<file path="src/rtl/alu_seq_ctrl.sv">
// alu_seq_ctrl: multi-cycle sequencer driving a single-cycle ALU to perform
// logical shift-left/right by N (repeated shift-by-1) and, when
// ALU_SEQ_MUL_EN is defined, an unsigned shift-and-add multiply (low WIDTH bits).
//
// Ports:
//   clk, rst                 clock, synchronous active-high reset
//   start, op, opa, opb      request strobe, operation (00 SLL, 01 SRL, 10 MUL, 11 rsvd), operands
//   busy, done               sequencing flag, one-cycle result-valid pulse
//   result, zero             registered result and (result == 0)
//   alu_a, alu_b, alu_sel    ALU operands/select owned by this block
//   alu_c                    ALU combinational result, consumed the same cycle
//
// Configuration macro: ALU_SEQ_MUL_EN (undefined: op 10 behaves as reserved).
module alu_seq_ctrl #(
    parameter int unsigned WIDTH = 32,
    parameter int unsigned CNT_W = 5
) (
    input  logic             clk,
    input  logic             rst,
    input  logic             start,
    input  logic [1:0]       op,
    input  logic [WIDTH-1:0] opa,
    input  logic [WIDTH-1:0] opb,
    output logic             busy,
    output logic             done,
    output logic [WIDTH-1:0] result,
    output logic             zero,
    output logic [WIDTH-1:0] alu_a,
    output logic [WIDTH-1:0] alu_b,
    output logic [2:0]       alu_sel,
    input  logic [WIDTH-1:0] alu_c
);

    localparam logic [1:0] OP_SLL = 2'b00;
    localparam logic [1:0] OP_SRL = 2'b01;

    localparam logic [2:0] SEL_ADD  = 3'b000;
    localparam logic [2:0] SEL_SHL1 = 3'b100;
    localparam logic [2:0] SEL_SHR1 = 3'b110;

    localparam logic [2:0] S_IDLE  = 3'd0;
    localparam logic [2:0] S_SHIFT = 3'd1;
    localparam logic [2:0] S_DONE  = 3'd4;

    logic [2:0]       state,   state_nxt;
    logic [1:0]       op_q,    op_nxt;
    logic [WIDTH-1:0] work,    work_nxt;
    logic [CNT_W-1:0] count,   count_nxt;
    logic [WIDTH-1:0] result_nxt;
    logic [WIDTH-1:0] alu_a_nxt, alu_b_nxt;
    logic [2:0]       alu_sel_nxt;
    logic             accept_c;

`ifdef ALU_SEQ_MUL_EN
    localparam logic [1:0] OP_MUL = 2'b10;
    localparam logic [2:0] S_MADD = 3'd2;
    localparam logic [2:0] S_MSHL = 3'd3;

    logic [WIDTH-1:0] acc,    acc_nxt;
    logic [WIDTH-1:0] mcand,  mcand_nxt;
    logic [WIDTH-1:0] mplier, mplier_nxt;
    logic             mul_branch_c;
`else
    // Multiplier bits above the shift amount are only meaningful for MUL.
    logic unused_opb_hi;
    assign unused_opb_hi = ^opb[WIDTH-1:CNT_W];
`endif

    assign accept_c = start && ((state == S_IDLE) || (state == S_DONE));

    // Next-state, datapath and registered-output next values
    always_comb begin
        state_nxt   = state;
        op_nxt      = op_q;
        work_nxt    = work;
        count_nxt   = count;
        result_nxt  = result;
        alu_a_nxt   = '0;
        alu_b_nxt   = '0;
        alu_sel_nxt = SEL_ADD;
`ifdef ALU_SEQ_MUL_EN
        acc_nxt      = acc;
        mcand_nxt    = mcand;
        mplier_nxt   = mplier;
        mul_branch_c = 1'b0;
`endif

        case (state)
            S_SHIFT: begin
                work_nxt  = alu_c;
                count_nxt = count - CNT_W'(1);
                if (count == CNT_W'(1)) begin
                    state_nxt  = S_DONE;
                    result_nxt = alu_c;
                end
            end
`ifdef ALU_SEQ_MUL_EN
            S_MADD: begin
                acc_nxt   = alu_c;
                state_nxt = S_MSHL;
            end
            S_MSHL: begin
                mcand_nxt    = alu_c;
                mplier_nxt   = mplier >> 1;
                mul_branch_c = 1'b1;
            end
`endif
            S_DONE:  state_nxt = S_IDLE;
            default: state_nxt = state;
        endcase

        if (accept_c) begin
            op_nxt    = op;
            work_nxt  = opa;
            count_nxt = opb[CNT_W-1:0];
`ifdef ALU_SEQ_MUL_EN
            acc_nxt    = '0;
            mcand_nxt  = opa;
            mplier_nxt = opb;
`endif
            if ((op == OP_SLL) || (op == OP_SRL)) begin
                if (opb[CNT_W-1:0] == '0) begin
                    state_nxt  = S_DONE;
                    result_nxt = opa;
                end else begin
                    state_nxt = S_SHIFT;
                end
`ifdef ALU_SEQ_MUL_EN
            end else if (op == OP_MUL) begin
                mul_branch_c = 1'b1;
`endif
            end else begin
                state_nxt  = S_DONE;
                result_nxt = opa;
            end
        end

`ifdef ALU_SEQ_MUL_EN
        // Iteration branch, evaluated on the freshly updated multiplier
        if (mul_branch_c) begin
            if (mplier_nxt == '0) begin
                state_nxt  = S_DONE;
                result_nxt = acc_nxt;
            end else if (mplier_nxt[0]) begin
                state_nxt = S_MADD;
            end else begin
                state_nxt = S_MSHL;
            end
        end
`endif

        // ALU drive for the state being entered, so the pins are registered
        case (state_nxt)
            S_SHIFT: begin
                alu_a_nxt   = work_nxt;
                alu_sel_nxt = (op_nxt == OP_SRL) ? SEL_SHR1 : SEL_SHL1;
            end
`ifdef ALU_SEQ_MUL_EN
            S_MADD: begin
                alu_a_nxt   = acc_nxt;
                alu_b_nxt   = mcand_nxt;
                alu_sel_nxt = SEL_ADD;
            end
            S_MSHL: begin
                alu_a_nxt   = mcand_nxt;
                alu_sel_nxt = SEL_SHL1;
            end
`endif
            default: alu_sel_nxt = SEL_ADD;
        endcase
    end

    // State and output registers
    always_ff @(posedge clk) begin
        if (rst) begin
            state   <= S_IDLE;
            op_q    <= '0;
            work    <= '0;
            count   <= '0;
            busy    <= 1'b0;
            done    <= 1'b0;
            result  <= '0;
            zero    <= 1'b1;
            alu_a   <= '0;
            alu_b   <= '0;
            alu_sel <= SEL_ADD;
`ifdef ALU_SEQ_MUL_EN
            acc     <= '0;
            mcand   <= '0;
            mplier  <= '0;
`endif
        end else begin
            state   <= state_nxt;
            op_q    <= op_nxt;
            work    <= work_nxt;
            count   <= count_nxt;
            busy    <= (state_nxt != S_IDLE) && (state_nxt != S_DONE);
            done    <= (state_nxt == S_DONE);
            result  <= result_nxt;
            zero    <= (result_nxt == '0);
            alu_a   <= alu_a_nxt;
            alu_b   <= alu_b_nxt;
            alu_sel <= alu_sel_nxt;
`ifdef ALU_SEQ_MUL_EN
            acc     <= acc_nxt;
            mcand   <= mcand_nxt;
            mplier  <= mplier_nxt;
`endif
        end
    end

endmodule

</file>
<file path="config.mk">
export PLATFORM = sky130hd
export DESIGN_NAME = alu_seq_ctrl
export DESIGN_NICKNAME = d
export VERILOG_FILES = /design/src/rtl/alu_seq_ctrl.sv
export SDC_FILE = /design/constraint.sdc
export NUM_CORES = 1
export LEC_CHECK = 0
export BUFFER_PORTS_ARGS = -buffer_cell sky130_fd_sc_hd__buf_2
export CAP_MARGIN = 20
export CORE_AREA = 5 5 140 115
export CTS_BUF_LIST = sky130_fd_sc_hd__clkbuf_16
export CTS_CLUSTER_SIZE = 40
export DETAILED_ROUTE_END_ITERATION = 8
export DIE_AREA = 0 0 145 120
export GPL_ROUTABILITY_DRIVEN = 0
export PLACE_DENSITY = 0.58
export SETUP_SLACK_MARGIN = 0.1
export SYNTH_ARGS = -nofsm -noshare
export SYNTH_HDL_FRONTEND = slang
export SYNTH_SLANG_ARGS = --single-unit
</file>
<file path="constraint.sdc">
create_clock -name clk -period 2.8 [get_ports clk]
set_input_delay 0.42 -clock clk [delete_from_list [all_inputs] [get_ports clk]]
set_output_delay 0.42 -clock clk [all_outputs]
set_load 0.05 [all_outputs]
</file>
==> results of run 1 <==
-- per-layer routing --
layer | global-route usage [%] | share of wire (%) | vias to the layer above
met1 | 18.7 | 46 | 1850
li1 | - | - | 1836
met2 | 23.0 | 46 | 131
met3 | 4.83 | 6.8 | 13
met4 | 3.94 | 1.4 | 0
met5 | 0 | 0 | -
-- cell type report --
cell class / instances / area [um^2] / share of cell area (%)
sequential: 111 / 2220 / 39.3
multi-input combinational: 323 / 2050 / 36.3
timing repair buffer: 155 / 821 / 14.5
tap: 189 / 236 / 4.18
clock buffer: 9 / 225 / 3.98
clock inverter: 7 / 62.6 / 1.11
inverter: 9 / 33.8 / 0.597
-- repair_timing --
action                     in CTS  in global routing
cloned                          0                  1
gates resized for setup         2                  2
pin swaps                       1                  1
buffers inserted                2                  0
setup endpoints to repair       1                  1
-- power by group through the flow --
stage,Clock (mW),Sequential [mW],Combinational (mW)
2_1_floorplan,0,1.93,0.443
3_3_place_gp,0,1.75,0.794
3_5_place_dp,0,1.76,0.805
4_1_cts,1.31,1.72,0.815
5_1_grt,1.38,1.73,0.879
6_report,1.26,1.72,0.815
-- worst max-delay path, cell delays in order, from the launching register on --
cell,delay (ns)
dfxtp_1,0.32
inv_1,0.07
ha_1,0.14
nor4b_4,0.17
buf_4,0.20
nand2_8,0.12
mux2_1,0.38
mux2i_2,0.22
nand4_1,0.18
nor4_2,0.36
buf_4,0.16
a21o_1,0.09
-- stage by stage --
step / total power, mW / hold slack, ns / std cells
after floorplan: 2.37 / 0.431 / 505
after global placement: 2.55 / 0.445 / 784
after detailed placement: 2.56 / 0.455 / 784
after CTS: 3.84 / 0.308 / 802
after global routing: 3.99 / 0.343 / 803
final: 3.80 / 0.327 / 803
-- flip-flops by register name, summed over array words and instances, names as in the netlist --
register	flops
alu_a	32
result	32
work	32
count	5
state	3
alu_sel	2
op_q	2
busy	1
done	1
zero	1
-- cells by family (layout without fill, tap and decap cells) --
group                    count (synthesis)  after routing  share of synthesized area [%]
AND/OR/NAND/NOR                        137            138                           13.3
flip-flops                             111            111                           49.1
AO/OA/AOI/OAI                           86             86                           12.7
buffers and inverters                   72            180                           9.28
multiplexers                            64             64                           15.0
adder cells (fa/ha/maj)                  2              2                          0.552
other                                    1             33                         0.0828
-- cell usage after synthesis, types with 6 or more instances --
library cell,number
mux2_1,12
nand4_1,10
a21oi_1,43
a22o_1,32
mux2_2,20
dfxtp_1,111
clkbuf_1,20
buf_4,34
inv_1,9
nor2_1,107
mux2i_1,32
buf_2,6
-- worst paths after layout --
kind / startpoint / endpoint / slack (ns)
max reg2reg: count[1] / zero / 0.31
min: op[0] / op_q[0] / 0.33
min reg2reg: op_q[1] / op_q[1] / 0.47
max: count[1] / zero / 0.31
==> flow_metrics.tcl, run 1 <==
set metrics [dict create \
    outcome "completed" \
    ys_warn_count 0 \
    leakage_nw 2.87 \
    max_slew_margin_pct 34.3 \
    grt_max_degree 76 \
    p_per_area_mw_per_mm2 671 \
    synthCells 473 \
    htreeDepth 3 \
    antenna_found_initial 0 \
    path_class "flop to flop" \
    final_common_cell "buf_2" \
    p_sw_mw 1.19 \
    synth.top_cell.area_share_pct 49.1 \
    end_kind "flop" \
    io_buffers 142 \
    tightest_slew_ns 0.983 \
    grt_pass1_vias 3949 \
    dp_hpwl_um 8880 \
    crit_fanout 13 \
    async_flop_share_pct 0 \
    layout.nets 712 \
    wirelength_um 13000 \
    clkPwrFrac_pct 33.2 \
    cts_tree "yes" \
    initial_core_util_pct 30.9 \
    cts_buffer_depth 2 \
    rsz0062_at_grt "no" \
    whs_path_depth 3 \
    start_kind "flop" \
    area.growth.synth_to_final_pct 24.9 \
    cp.required_ns 3.10 \
    vias_per_cell 4.77 \
    fin_tns_setup_ns 0 \
    final_cell_mix "buf_2, dfxtp_1, nor2_1" \
    fin_crit_sh_pct 88.9 \
    ys_seq_area_share_pct 49.1 \
    setup_viol 0 \
    pin_count 203 \
    hold_violations 0 \
    syn_avg_cell_area_um2 9.58 \
    final_antenna_net_count 0 \
    pwr-share-seq_pct 45.3 \
    max_freq_mhz 402 \
    cts_inserted_buffers 9 \
    r2r_cells 11 \
    place_ws_ns -0.105 \
    drive_above_1_share_pct 32.4 \
    ys_top_cells_by_area "dfxtp_1, nor2_1, mux2i_1" \
    place_area_mm2 0.00532 \
    clk_pin_slew_worst_paths_ns 0.07 \
    p_comb_share_pct 21.5 \
    gr-total-overflow 0 \
    synth_ff_type "dfxtp_1" \
    core_area_mm2 0.0147 \
    insertion_delay_ns 0.35 \
    num_antenna_cells 0 \
    vias 3830 \
    worst_slack_ns 0.311 \
    placementRows 40 \
    cts_root_buffer "clkbuf_16" \
    ir_drop_v 0.000392 \
    die_area_mm2 0.0174 \
    hold_class "primary input to flop" \
    critPathArrivalTime_ns 2.78 \
    post-route-util_pct 38.6 \
    routedWlPerCell_um 16.2 \
    drtIter0Drc 235 \
    drv_cap 0 \
    drt_pre_antenna_iters 4 \
    swShare_pct 31.4 \
    timing.clock.skew_ns 0.00680 \
    grt_pass1_wl_um 20500 \
    ys_ff_latch 111 \
    fp.dieH_um 120 \
    postCtsHoldBufs 0 \
    yosysTopAreaCell "dfxtp_1" \
    synth_edf_count 0 \
    p_int_mw 2.60 \
    cts_num_sinks 111 \
    drc 0 \
    die_w_um 145 \
    synthesis.area_mm2 0.00453 \
    slew_violations 0 \
    min_period_ns 2.49 \
    final_cell_area_mm2 0.00566 \
    track_usage_pct 14.4 \
    synth.distinct_cells 34 \
    nFillCells 1513 \
]
Note: power is estimated with default switching activity, not from simulation.
==> inputs of run 2 (changes only) <==
--- a/config.mk
+++ b/config.mk
@@ -15,6 +15,7 @@
 export GPL_ROUTABILITY_DRIVEN = 0
 export PLACE_DENSITY = 0.58
 export SETUP_SLACK_MARGIN = 0.1
+export SLEW_MARGIN = 20
 export SYNTH_ARGS = -nofsm -noshare
 export SYNTH_HDL_FRONTEND = slang
 export SYNTH_SLANG_ARGS = --single-unit
==> constraint.sdc (replaced) <==
create_clock -name clk -period 3.2 [get_ports clk]
set_input_delay 0.48 -clock clk [delete_from_list [all_inputs] [get_ports clk]]
set_output_delay 0.48 -clock clk [all_outputs]
set_load 0.05 [all_outputs]
==> run 2 against run 1 <==
Net effect:
- routed wire length fell by 3.2%
- fmax shrank 7.6%
- non-clock buffer count fell by 5
- via count fell by 2.3%
- first-iteration DRC count decreased by 39%
- critical path depth decreased by 2
- power decreased by 12%
- sequential cell count stayed put
- core utilization is 0.41 points lower
- critical endpoint unchanged
- largest power group unchanged
==> flow_metrics.tcl, run 2 (same netlist as run 1, synthesis figures left out) <==
set metrics [dict create \
    met3_usage_pct 5.66 \
    placementRows 40 \
    vias 3740 \
    place_ws_ns 0.469 \
    final_cell_mix "buf_2, dfxtp_1, nor2_1" \
    swShare_pct 31.7 \
    post-route-util_pct 38.2 \
    drtIter0Drc 143 \
    dp_hpwl_um 8820 \
    fin_tns_setup_ns 0 \
    start_kind "flop" \
    fp.dieH_um 120 \
    cts_buffer_depth 2 \
    die_w_um 145 \
    fin_crit_sh_pct 84.2 \
    drc 0 \
    cts_resized 0 \
    r2r_cells 9 \
    initial_core_util_pct 30.9 \
    whs_path_depth 3 \
    outcome "completed" \
    min_period_ns 2.69 \
    cts_inserted_buffers 9 \
    crit_fanout 28 \
    worstReg2RegEnd "zero" \
    cts_root_buffer "clkbuf_16" \
    tightest_slew_ns 0.995 \
    p_total_mw 3.34 \
    layout.nets 706 \
    path_class "flop to flop" \
    rsz0062_at_grt "no" \
    slew_violations 0 \
    final_common_cell "buf_2" \
    hold_path_startpoint "op[0]" \
    ir_drop_v 0.000353 \
    final_antenna_net_count 0 \
    die_area_mm2 0.0174 \
    p_int_mw 2.28 \
    busiest_layer "met2" \
    gr-usage-met2_pct 22.2 \
    num_antenna_cells 0 \
    htreeDepth 3 \
    p_comb_share_pct 20.9 \
    p_per_area_mw_per_mm2 597 \
    cts_num_sinks 111 \
    area.growth.synth_to_final_pct 23.6 \
    setup_viol 0 \
    reg_top3 "alu_a: 32 flops, result: 32 flops, work: 32 flops" \
    p_sw_mw 1.06 \
    grt_max_degree 42 \
    leakage_nw 2.85 \
    hold_violations 0 \
    critPathArrivalTime_ns 3.00 \
    rrSetupSlack_ns 0.51 \
    pin_count 203 \
    core_area_mm2 0.0147 \
    max_slew_margin_pct 33.5 \
    clkPwrFrac_pct 34.1 \
    wirelength_um 12600 \
    drive_above_1_share_pct 31.6 \
    track_usage_pct 14.3 \
    timing.clock.skew_ns 0.00885 \
    drv_cap 0 \
    insertion_delay_ns 0.35 \
    antenna_found_initial 0 \
    drt_pre_antenna_iters 5 \
    grt_pass1_vias 3775 \
    worst_slack_ns 0.506 \
    io_buffers 142 \
    post-cts-setup-buffers 0 \
    pwr-share-seq_pct 45.1 \
    grt_pass1_wl_um 20100 \
    cts_tree "yes" \
    cp.required_ns 3.50 \
    use_met1_pct 18.5 \
    min_to "op_q[0]" \
    vias_per_cell 4.70 \
    gr-total-overflow 0 \
    postCtsHoldBufs 0 \
    clk_pin_slew_worst_paths_ns 0.07 \
    end_kind "flop" \
    hold_class "primary input to flop" \
    rr_startpoint "count[0]" \
    max_freq_mhz 371 \
    routedWlPerCell_um 15.8 \
]
## run 2: power groups by stage
stage	logic, mW	clock network, mW	registers (mW)
2_1_floorplan	0.388	0	1.68
3_3_place_gp	0.691	0	1.53
3_5_place_dp	0.698	0	1.54
4_1_cts	0.701	1.17	1.51
5_1_grt	0.755	1.24	1.51
6_report	0.697	1.14	1.50
## run 2: area by class of cell
class	count	area [um^2]
Clock inverter	6	71.3
Tap cell	189	236
Fill cell	1483	9070
Clock buffer	9	225
Sequential cell	111	2220
Inverter	9	33.8
Timing Repair Buffer	150	783
Multi-Input combinational cell	322	2020
## run 2: routing by layer
| metal | up-vias | routed length [um] |
|---|---|---|
| li1 | 1823 | - |
| met1 | 1793 | 5770 |
| met2 | 113 | 5810 |
| met3 | 11 | 908 |
| met4 | 0 | 113 |
| met5 | - | 0 |
## run 2: through the flow
stage                     cells  instance area [um^2]  hold slack (ns)
after global routing        796                  5600            0.384
after global placement      781                  5300            0.438
after floorplan             505                  4650            0.431
after CTS                   796                  5600            0.361
after detailed placement    781                  5300            0.459
final                       796                  5600            0.378
## run 2: worst max path at each step
stage,depth (start not counted),endpoint,from,slack [ns]
3_5_place_dp,8,zero,count[0],0.47
6_report,9,zero,count[0],0.51
5_1_grt,8,zero,count[0],0.28
2_1_floorplan,9,zero,count[0],1.15
4_1_cts,8,zero,count[0],0.43
3_3_place_gp,8,zero,count[0],0.47
## run 2: worst max-delay path, stage by stage (launching register included)
cell and delay (ns):
dfxtp_1 0.41, ha_1 0.19, nor4b_4 0.29, nand2_4 0.34, buf_4 0.30, mux2_1 0.32
mux2i_1 0.20, nand4_1 0.13, nor4_1 0.30, a21o_1 0.15
